File: src/rtl/ysyx_23060337_pipe_pkg.sv
// Shared types and constants for the two-entry valid/ready skid buffer.
package ysyx_23060337_pipe_pkg;

    typedef enum logic [1:0] {
        EMPTY = 2'b00,
        ONE   = 2'b01,
        FULL  = 2'b11
    } skid_state_t;

    localparam int PERF_W = 32;

endpackage

File: src/rtl/ysyx_23060337_pipe_skid_reg.sv
// Generic enabled flip-flop with synchronous active-high reset to a fixed value.
module ysyx_23060337_Reg #(
    parameter int               WIDTH     = 1,
    parameter logic [WIDTH-1:0] RESET_VAL = '0
) (
    input  logic             clk,
    input  logic             rst,
    input  logic             wen,
    input  logic [WIDTH-1:0] din,
    output logic [WIDTH-1:0] dout
);

    always_ff @(posedge clk) begin
        if (rst)
            dout <= RESET_VAL;
        else if (wen)
            dout <= din;
    end

endmodule

File: src/rtl/ysyx_23060337_pipe_skid.sv
// Two-entry skid buffer between pipeline stages; all outputs come straight from flops.
// Optional perf counters (stall_cnt/block_cnt) are built when YSYX_23060337_PIPE_PERF_EN is defined.
module ysyx_23060337_pipe_skid
    import ysyx_23060337_pipe_pkg::*;
#(
    parameter int                DATA_W    = 32,
    parameter logic [DATA_W-1:0] RESET_VAL = '0
) (
    input  logic              clk,
    input  logic              rst,
    input  logic              flush,
    input  logic              in_valid,
    output logic              in_ready,
    input  logic [DATA_W-1:0] in_data,
    output logic              out_valid,
    input  logic              out_ready,
    output logic [DATA_W-1:0] out_data
`ifdef YSYX_23060337_PIPE_PERF_EN
    ,
    output logic [PERF_W-1:0] stall_cnt,
    output logic [PERF_W-1:0] block_cnt
`endif
);

    logic [1:0]        state_raw;
    skid_state_t       state_q, state_d;
    logic              out_valid_q, in_ready_q;
    logic [DATA_W-1:0] main_q, main_d, skid_q;
    logic              main_we, skid_we, main_from_skid;
    logic              in_fire, out_fire;

    assign state_q  = skid_state_t'(state_raw);
    assign in_fire  = in_valid & in_ready_q;
    assign out_fire = out_valid_q & out_ready;

    always_comb begin
        state_d        = state_q;
        main_we        = 1'b0;
        skid_we        = 1'b0;
        main_from_skid = 1'b0;
        case (state_q)
            EMPTY: begin
                if (in_fire) begin
                    state_d = ONE;
                    main_we = 1'b1;
                end
            end
            ONE: begin
                if (in_fire && out_fire) begin
                    main_we = 1'b1;
                end else if (in_fire) begin
                    state_d = FULL;
                    skid_we = 1'b1;
                end else if (out_fire) begin
                    state_d = EMPTY;
                end
            end
            FULL: begin
                if (out_fire) begin
                    state_d        = ONE;
                    main_we        = 1'b1;
                    main_from_skid = 1'b1;
                end
            end
            default: state_d = EMPTY;
        endcase
        // Squash wins over everything; held data is left untouched, only state drops.
        if (flush) begin
            state_d = EMPTY;
            main_we = 1'b0;
            skid_we = 1'b0;
        end
    end

    assign main_d = main_from_skid ? skid_q : in_data;

    ysyx_23060337_Reg #(.WIDTH(2), .RESET_VAL(EMPTY)) u_state (
        .clk(clk), .rst(rst), .wen(1'b1), .din(state_d), .dout(state_raw)
    );
    ysyx_23060337_Reg #(.WIDTH(1), .RESET_VAL(1'b0)) u_out_valid (
        .clk(clk), .rst(rst), .wen(1'b1), .din(state_d != EMPTY), .dout(out_valid_q)
    );
    ysyx_23060337_Reg #(.WIDTH(1), .RESET_VAL(1'b1)) u_in_ready (
        .clk(clk), .rst(rst), .wen(1'b1), .din(state_d != FULL), .dout(in_ready_q)
    );
    ysyx_23060337_Reg #(.WIDTH(DATA_W), .RESET_VAL(RESET_VAL)) u_main (
        .clk(clk), .rst(rst), .wen(main_we), .din(main_d), .dout(main_q)
    );
    ysyx_23060337_Reg #(.WIDTH(DATA_W), .RESET_VAL('0)) u_skid (
        .clk(clk), .rst(rst), .wen(skid_we), .din(in_data), .dout(skid_q)
    );

    assign out_valid = out_valid_q;
    assign in_ready  = in_ready_q;
    assign out_data  = main_q;

`ifdef YSYX_23060337_PIPE_PERF_EN
    logic [PERF_W-1:0] stall_q, block_q;
    logic              stall_we, block_we;

    // Saturating counters; flush does not clear them.
    assign stall_we = out_valid_q & ~out_ready & (stall_q != '1);
    assign block_we = in_valid & ~in_ready_q & (block_q != '1);

    ysyx_23060337_Reg #(.WIDTH(PERF_W), .RESET_VAL('0)) u_stall_cnt (
        .clk(clk), .rst(rst), .wen(stall_we), .din(stall_q + PERF_W'(1)), .dout(stall_q)
    );
    ysyx_23060337_Reg #(.WIDTH(PERF_W), .RESET_VAL('0)) u_block_cnt (
        .clk(clk), .rst(rst), .wen(block_we), .din(block_q + PERF_W'(1)), .dout(block_q)
    );

    assign stall_cnt = stall_q;
    assign block_cnt = block_q;
`endif

endmodule

File: config.mk
export PLATFORM = sky130hd
export DESIGN_NAME = ysyx_23060337_pipe_skid
export DESIGN_NICKNAME = d
export VERILOG_FILES = /design/src/rtl/ysyx_23060337_pipe_pkg.sv /design/src/rtl/ysyx_23060337_pipe_skid_reg.sv /design/src/rtl/ysyx_23060337_pipe_skid.sv
export SDC_FILE = /design/constraint.sdc
export NUM_CORES = 1
export LEC_CHECK = 0
export ABC_AREA = 1
export ABC_CLOCK_PERIOD_IN_PS = 1400
export BUFFER_PORTS_ARGS = -buffer_cell sky130_fd_sc_hd__buf_2
export CAP_MARGIN = 20
export CORE_ASPECT_RATIO = 1.1
export CORE_MARGIN = 3
export CORE_UTILIZATION = 44
export CTS_CLUSTER_SIZE = 30
export DETAILED_ROUTE_END_ITERATION = 8
export PLACE_DENSITY = 0.67
export REMOVE_ABC_BUFFERS = 1
export SYNTH_ARGS = -nofsm -noshare
export SYNTH_HDL_FRONTEND = slang
export SYNTH_SLANG_ARGS = --single-unit
File: constraint.sdc
create_clock -name clk -period 1.4 [get_ports clk]
set_input_delay 0.21 -clock clk [delete_from_list [all_inputs] [get_ports clk]]
set_output_delay 0.21 -clock clk [all_outputs]
set_load 0.01 [all_outputs]
# == Word level (Yosys, flattened, before mapping) ==
# Index checks and enable logic that the tools add are counted.
# classes
bitwise,2
eq_ne,3
n_mux,17
n_reduce_logical,3
# ops
operator,count
32-bit two-way mux,1
2-bit two-way mux,6
1-bit two-way mux,8
2-bit one-hot mux with 3 select lines,1
1-bit one-hot mux with 3 select lines,1
1-bit AND,2
"2-bit by 1-bit == test with 1-bit output, second input constant",1
"2-bit == test, second input constant",1
2-bit zero test,1
"2-bit inequality test, second input constant",1
2-bit nonzero test,1
1-bit logical AND,1
# totals
elab_cells,30
regBits,68

# == Logic depth before layout (Yosys ltp) ==
# Gate-level depths: netlist (run 1).
# logic_depth
ltp_word,7
depth_mapped,8

# == Modules after synthesis ==
# Synthesis (run 1) repeated with hierarchy kept, for this count alone.
# unflattened
cells_unflattened,556
hier_area_um2,3447.1
# by_module_without_submodules
module,area_per_inst_um2,cells_per_inst,instances
ysyx_23060337_Reg (u_main ...),1338.8,203,2
ysyx_23060337_pipe_skid,595.6,124,1
ysyx_23060337_Reg (u_state),81.3,13,1
ysyx_23060337_Reg (u_in_ready),47.5,6,1
ysyx_23060337_Reg (u_out_valid),45.0,7,1

# == Least setup slack after synthesis (run 1) ==
# No wires, ideal clock.
# synth_timing
path_kind,flip-flop to flip-flop
start,reg u_out_valid.dout
end,reg u_main.dout[0]
slack_ns,0.217
required_ns,1.287
path_stages_with_launch,7
setup_ns,0.113
path_buffers,1
t_arrival_ns,1.071
path_cell_list,dfxtp_1 nand2_2 a21oi_2 nand2_4 buf_2 nor2_1 nor2_1
# synth_between
elab_chain_len,5
word_cells_on_any_way,8
cone_classes,mux: 6; bitwise: 1; reduce/logical: 1
# synth_rtl
element,line,rtl
start: declaration,ysyx_23060337_pipe_skid_reg.sv:10,output logic [WIDTH-1:0] dout
start signal: assignment,ysyx_23060337_pipe_skid_reg.sv:17,dout <= din;
1-bit AND *,ysyx_23060337_pipe_skid.sv:34,assign out_fire = out_valid_q & out_ready;
1-bit logical AND,ysyx_23060337_pipe_skid.sv:49,if (in_fire && out_fire) begin
1-bit two-way mux,ysyx_23060337_pipe_skid.sv:49,
1-bit one-hot mux with 3 select lines,ysyx_23060337_pipe_skid.sv:41,case (state_q)
1-bit two-way mux,ysyx_23060337_pipe_skid.sv:68,if (flush) begin
end signal: assignment,ysyx_23060337_pipe_skid_reg.sv:17,
end: declaration,ysyx_23060337_pipe_skid_reg.sv:10,
# Mark *: on every way between the ends. The rest lies on a longest branch, timed or not.
# A chain may end at the register's enable or synchronous reset.

# == Final worst setup path (run 1) ==
# layout_timing
start,reg u_state.dout[0]
end,reg u_main.dout[30]
# layout_between
elab_chain_len,3
word_cells_on_any_way,7
cone_classes,eq/ne: 2; mux: 4; reduce/logical: 1
# layout_rtl
element,line
start: declaration,ysyx_23060337_pipe_skid_reg.sv:10
start signal: assignment,ysyx_23060337_pipe_skid_reg.sv:17
"2-bit == test, or another cell as far along",ysyx_23060337_pipe_skid.sv:41
1-bit one-hot mux with 3 select lines or 1-bit two-way mux (tied branches),ysyx_23060337_pipe_skid.sv:41
1-bit two-way mux or 32-bit two-way mux (tied branches),"ysyx_23060337_pipe_skid.sv:68, ysyx_23060337_pipe_skid.sv:75"
# Parallel ways exist; a longest one is shown, timed or not.

==> metrics.txt, run 1 <==
Wirelength per Cell 10.9 um; clock-pin slew on the worst setup and hold paths approximately 0.070 ns; PortBufs 70; placed inst area roughly 3700 um2; Final #Nets about 610; Die X 87.7 um; Setup WS pre-CTS between 0.15 and 0.2 ns; synth warn 0; worst hold path type in2reg; hold buffers post-CTS 0; Synth top area share 0.421; crit path kind reg2reg; gpl congestion between 0.8 and 0.9; Initial Utilization 0.456; CTS Buf Count 9; Critical Path RT 1.63 ns; P_leak 2.03 nW; slowest cell on the critical path dfxtp_1; Core ar. around 7000 um2; cell repeated most along the worst path nand2_1; IO Pins 71; register area share after synthesis 0.421; DR top layer met4; Worst path top cell family by delay simple AND/OR/NAND/NOR gates; antenna violations before repair 0; area leader, netlist dfxtp_1; CP startpoint u_state.dout[0]$_SDFF_PP0_; critical path arrival 1.45 ns; Worst Reg-to-Reg Cells 8; M1 WL 3370 um; RSZ-0062 raised after global routing no; worst slew pin tran about 0.33 ns; layout cells sized above 1 0.189; Tot Pwr 4.03 mW; Worst-Skew Late Latency around 0.34 ns; # diodes 0; mapped cell area 3230 um2; WL final 7180 um; syn avg cell area 6.43 um2; status finished clean; Syn Inst Count 503; Final Hold Slack 0.113 ns; synth unique cells 19; wire length on met2 3280 um; clk root buf clkbuf_8; Worst Setup Start Kind flop; Max VDD drop 0.000509 V; PD cells 1050 nW/um2; grt ovf 0; Tcrit/Tclk final 0.871; crit end category flop; clock sinks 68; Seq cells post-synth 68; Post-Route Setup TNS 0 ns; Vias 2977; setup ws final 0.180 ns; DRT iter0 DRCs 165; Max Clock Skew 0.00878 ns; Crit Path Max Fanout 17; CP max stage delay 0.40 ns; GRT Util Overall 0.179; Max Cap Viol 0; Met3 Wirelength roughly 350 um; post-CTS setup buffers 0; origin of the critical flop-to-flop path u_state.dout[0]$_SDFF_PP0_; Hold Path Origin rst; Chip Height 95.9 um; CTS resizes 0; ranking of synthesized cells by area dfxtp_1, nand2_1, nor2_1, nand3b_1, inv_1; Post-DP HPWL 4640 um; Final min period 1.22 ns; clock tree from TritonCTS built; DRC Markers 0; final instance area 3850 um2; Initial DRT Pass Iterations 5; number of global-route vias before repair 2703; final setup vio count 0; H-tree levels 3; Crit path depth 8; largest net degree at the start of global routing 35; CP cell instances nand2_2 > inv_2 > nand2_1 > buf_4 > nand2_1 > nand2_1 > nor2_1 > nor2_1; area added between synthesis and finish 19.1%; Placement Rows 32; Max-slew headroom 0.780; Bufs on Longest Clock Path 2; Hold Path Depth 2; Hold Fails Final Rpt 0; Max Slew Vio Count 0; critical path buffer and inverter count 2; FMAX roughly 0.8 GHz; vias per cell 4.54; first-pass GRT wire length 12100 um; die area 8420 um2; DRT antenna net count 0
==> layer usage <==
metal | vias up | global-route usage
met5 | - | 0
met4 | 0 | 0.0806
li1 | 1617 | -
met3 | 12 | 0.0360
met2 | 69 | 0.290
met1 | 1279 | 0.230
==> worst register-to-register path: stages, from the launching register on <==
cell	delay [ns]
dfxtp_1	0.40
nand2_2	0.12
inv_2	0.06
nand2_1	0.06
buf_4	0.20
nand2_1	0.08
nand2_1	0.04
nor2_1	0.09
nor2_1	0.06
==> synth_stat cells <==
master    count
a21oi_2       1
buf_1         3
buf_2        13
buf_4         3
buf_6         6
clkbuf_1      3
dfxtp_1      68
inv_1        36
inv_2         3
nand2_1     193
nand2_2       4
nand2_4       1
nand3_1       2
nand3b_1     32
nand4_1       1
nor2_1      129
nor2_2        2
nor2_4        1
o31ai_1       2
==> final timing paths <==
| path | slack (ns) | to |
|---|---|---|
| worst min-delay path | 0.11 | u_out_valid.dout$_SDFF_PP0_ |
| worst max-delay path | 0.18 | u_main.dout[30]$_SDFFE_PP0P_ |
| worst min register to register | 0.48 | u_skid.dout[8]$_SDFFE_PP0P_ |
| worst max register to register | 0.18 | u_main.dout[30]$_SDFFE_PP0P_ |
==> cell usage in the layout, fill, tap and decap left out, drive strengths merged <==
cell type  instances
nand3b            32
nand3              2
nand2            198
a21oi              1
o31ai              2
inv               39
nor2             132
clkbuf            11
dfxtp             68
nand4              1
buf               82
clkinv             3
==> sequential cells by signal, indices dropped and copies added (netlist names) <==
name,flops
u_in_ready.dout,1
u_main.dout,32
u_out_valid.dout,1
u_skid.dout,32
u_state.dout,2
==> power breakdown <==
part           switching (mW)  leakage [nW]  internal (mW)
sequential             0.0469         0.556           2.03
clock                   0.692        0.0848          0.663
combinational           0.343          1.39          0.254
total                    1.08          2.03           2.95
==> metrics by stage <==
| stage | cells | util |
|---|---|---|
| 2_1_floorplan | 475 | - |
| 3_3_place_gp | 642 | 0.522 |
| 3_5_place_dp | 642 | 0.522 |
| 4_1_cts | 656 | 0.544 |
| 5_1_grt | 656 | 0.544 |
| 6_report | 656 | 0.544 |
==> kinds of logic (layout without fill, tap and decap cells) <==
family | count (synthesis) | in the layout | share of synthesized area
simple gates | 365 | 365 | 0.472
flops | 68 | 68 | 0.421
buf+inv | 67 | 135 | 0.100
compound gates | 3 | 3 | 0.00735
==> final cells by class <==
type | count | area, um2
clock buffer | 11 | 141
clock inverter | 3 | 15.0
fill | 732 | 3230
inverter | 39 | 146
multi-input combinational | 368 | 1550
sequential | 68 | 1360
tap | 85 | 106
timing repair buffer | 82 | 528
Note: power is estimated with default switching activity, not from simulation.
==> run 2: changes to the inputs <==
- CORE_UTILIZATION: 44 -> 56
- CTS_BUF_LIST: default -> sky130_fd_sc_hd__clkbuf_4
- PLACE_DENSITY: 0.67 -> 0.82
==> metrics.txt, run 2 (synthesized netlist as in run 1, its figures left out) <==
DRT iter0 DRCs 157 (was 165); placed cells 634 (was 642); most frequent cells in the layout nand2_1, nor2_1, buf_2, dfxtp_1, inv_1 (unchanged); post-layout util 0.678 (was 0.544); area added between synthesis and finish 15.4% (was 19.1%); CTS Buf Count 9 (unchanged); crit path kind reg2reg (unchanged); hold buffers post-CTS 0 (unchanged); critical path buffer and inverter count 2 (unchanged); Final #Nets 607 (was 605); CTS resizes 0 (unchanged); FMAX 0.773 GHz (was 0.820 GHz); crit end category flop (unchanged); PortBufs 70 (unchanged); Max VDD drop 0.000598 V (was 0.000509 V); clock tree from TritonCTS built (unchanged); number of global-route vias before repair 2862 (was 2703); Tot Pwr 3.67 mW (was 4.03 mW); Placement Rows 28 (was 32); clock sinks 68 (unchanged); clk root buf clkbuf_4 (was clkbuf_8); PD cells 984 nW/um2 (was 1050 nW/um2); Worst Setup Start Kind flop (unchanged); Bufs on Longest Clock Path 2 (unchanged); DRT antenna net count 0 (unchanged); Max-slew headroom 0.760 (was 0.780); WL final 7060 um (was 7180 um); worst slew pin tran 0.361 ns (was 0.330 ns); gpl congestion 0.781 (was 0.801); die area 6720 um2 (was 8420 um2); Finished Layout Cells 649 (was 656); Die X 78.5 um (was 87.7 um); Max Cap Viol 0 (unchanged); CP cell instances nand2_2 > inv_2 > nand2_1 > buf_4 > nand2_1 > nand2_1 > nor2_1 > nor2_1 (unchanged); layout cells sized above 1 0.192 (was 0.189); # fillers 511 (was 732); vias per cell 4.69 (was 4.54); GRT Util Overall 0.226 (was 0.179); most common cell after layout, fill and taps aside nand2_1 (unchanged); Max Clock Skew 0.00813 ns (was 0.00878 ns); Final min period 1.29 ns (was 1.22 ns); Vias 3041 (was 2977); critical path arrival 1.59 ns (was 1.45 ns); IO Pins 71 (unchanged); P_leak 2.00 nW (was 2.03 nW); first-pass GRT wire length 12200 um (was 12100 um); Worst path top cell family by delay simple AND/OR/NAND/NOR gates (unchanged); Hold Fails Final Rpt 0 (unchanged); Critical Path RT 1.70 ns (was 1.63 ns); top flop regs u_main.dout x32, u_skid.dout x32, u_state.dout x2 (unchanged); CP max stage delay 0.41 ns (was 0.40 ns); Max Slew Vio Count 0 (unchanged); DRC Markers 0 (unchanged); Tcrit/Tclk final 0.924 (was 0.871); Chip Height 85.7 um (was 95.9 um); Crit Path Max Fanout 20 (was 17); Initial DRT Pass Iterations 4 (was 5); largest net degree at the start of global routing 51 (was 35); Wirelength per Cell 10.9 um (about the same); worst hold path type in2reg (unchanged); grt ovf 0 (unchanged); Worst-Skew Late Latency 0.40 ns (was 0.34 ns); H-tree levels 3 (unchanged); clock-pin slew on the worst setup and hold paths 0.10 ns (was 0.07 ns); status finished clean (unchanged); Initial Utilization 0.588 (was 0.456); final setup vio count 0 (unchanged); post-CTS setup buffers 0 (unchanged); Post-DP HPWL 4810 um (was 4640 um); RSZ-0062 raised after global routing no (unchanged); cell repeated most along the worst path nand2_1 (unchanged); # diodes 0 (unchanged); slowest cell on the critical path dfxtp_1 (unchanged); antenna violations before repair 0 (unchanged); Core ar. 5500 um2 (was 7090 um2)
[run 2: changes by cell type in the layout (fill, tap and decap cells not counted), sizes merged]
| cell | before | now |
|---|---|---|
| clkinv | 3 | 4 |
| buf | 82 | 84 |
[run 2: power by group]
part	total (mW)	switching, mW	internal [mW]
Clock	1.01	0.634	0.379
Combinational	0.579	0.342	0.237
Sequential	2.08	0.0460	2.03
Total	3.67	1.02	2.65
[run 2: worst paths after layout]
path                                                   from                           end  slack, ns  cells past startpoint
worst max-delay path             u_state.dout[0]$_SDFF_PP0_  u_main.dout[29]$_SDFFE_PP0P_       0.11                      8
worst min-delay path                                    rst    u_state.dout[0]$_SDFF_PP0_       0.03                      2
worst max register to register   u_state.dout[0]$_SDFF_PP0_  u_main.dout[29]$_SDFFE_PP0P_       0.11                      8
worst min register to register  u_skid.dout[7]$_SDFFE_PP0P_   u_skid.dout[7]$_SDFFE_PP0P_       0.49                      2
[run 2: final cells by class]
type	instances	area, um2	share of cell area
tap	75	93.8	0.0252
clock inverter	4	17.5	0.00469
clock buffer	11	82.6	0.0221
inverter	39	146	0.0392
timing repair buffer	84	480	0.129
sequential	68	1360	0.365
multi-input combinational	368	1550	0.415
[run 2: layer usage]
layer  up-vias  track usage  part of all wire
li1       1632            -                 -
met1      1310        0.273              0.45
met2        92        0.377              0.48
met3         7       0.0420             0.057
met4         0        0.129             0.011
met5         -            0                 0
[run 2: per-stage QoR]
step	worst slack, ns	setup TNS, ns	area (um2)	hold WS [ns]
CTS	0.115	0	3730	0.000860
floorplan	-0.265	-4.80	3060	0.312
finish	0.106	0	3730	0.0312
detailed placement	0.137	0	3630	0.448
global placement	0.195	0	3630	0.445
global route	0.0193	0	3730	0.0279
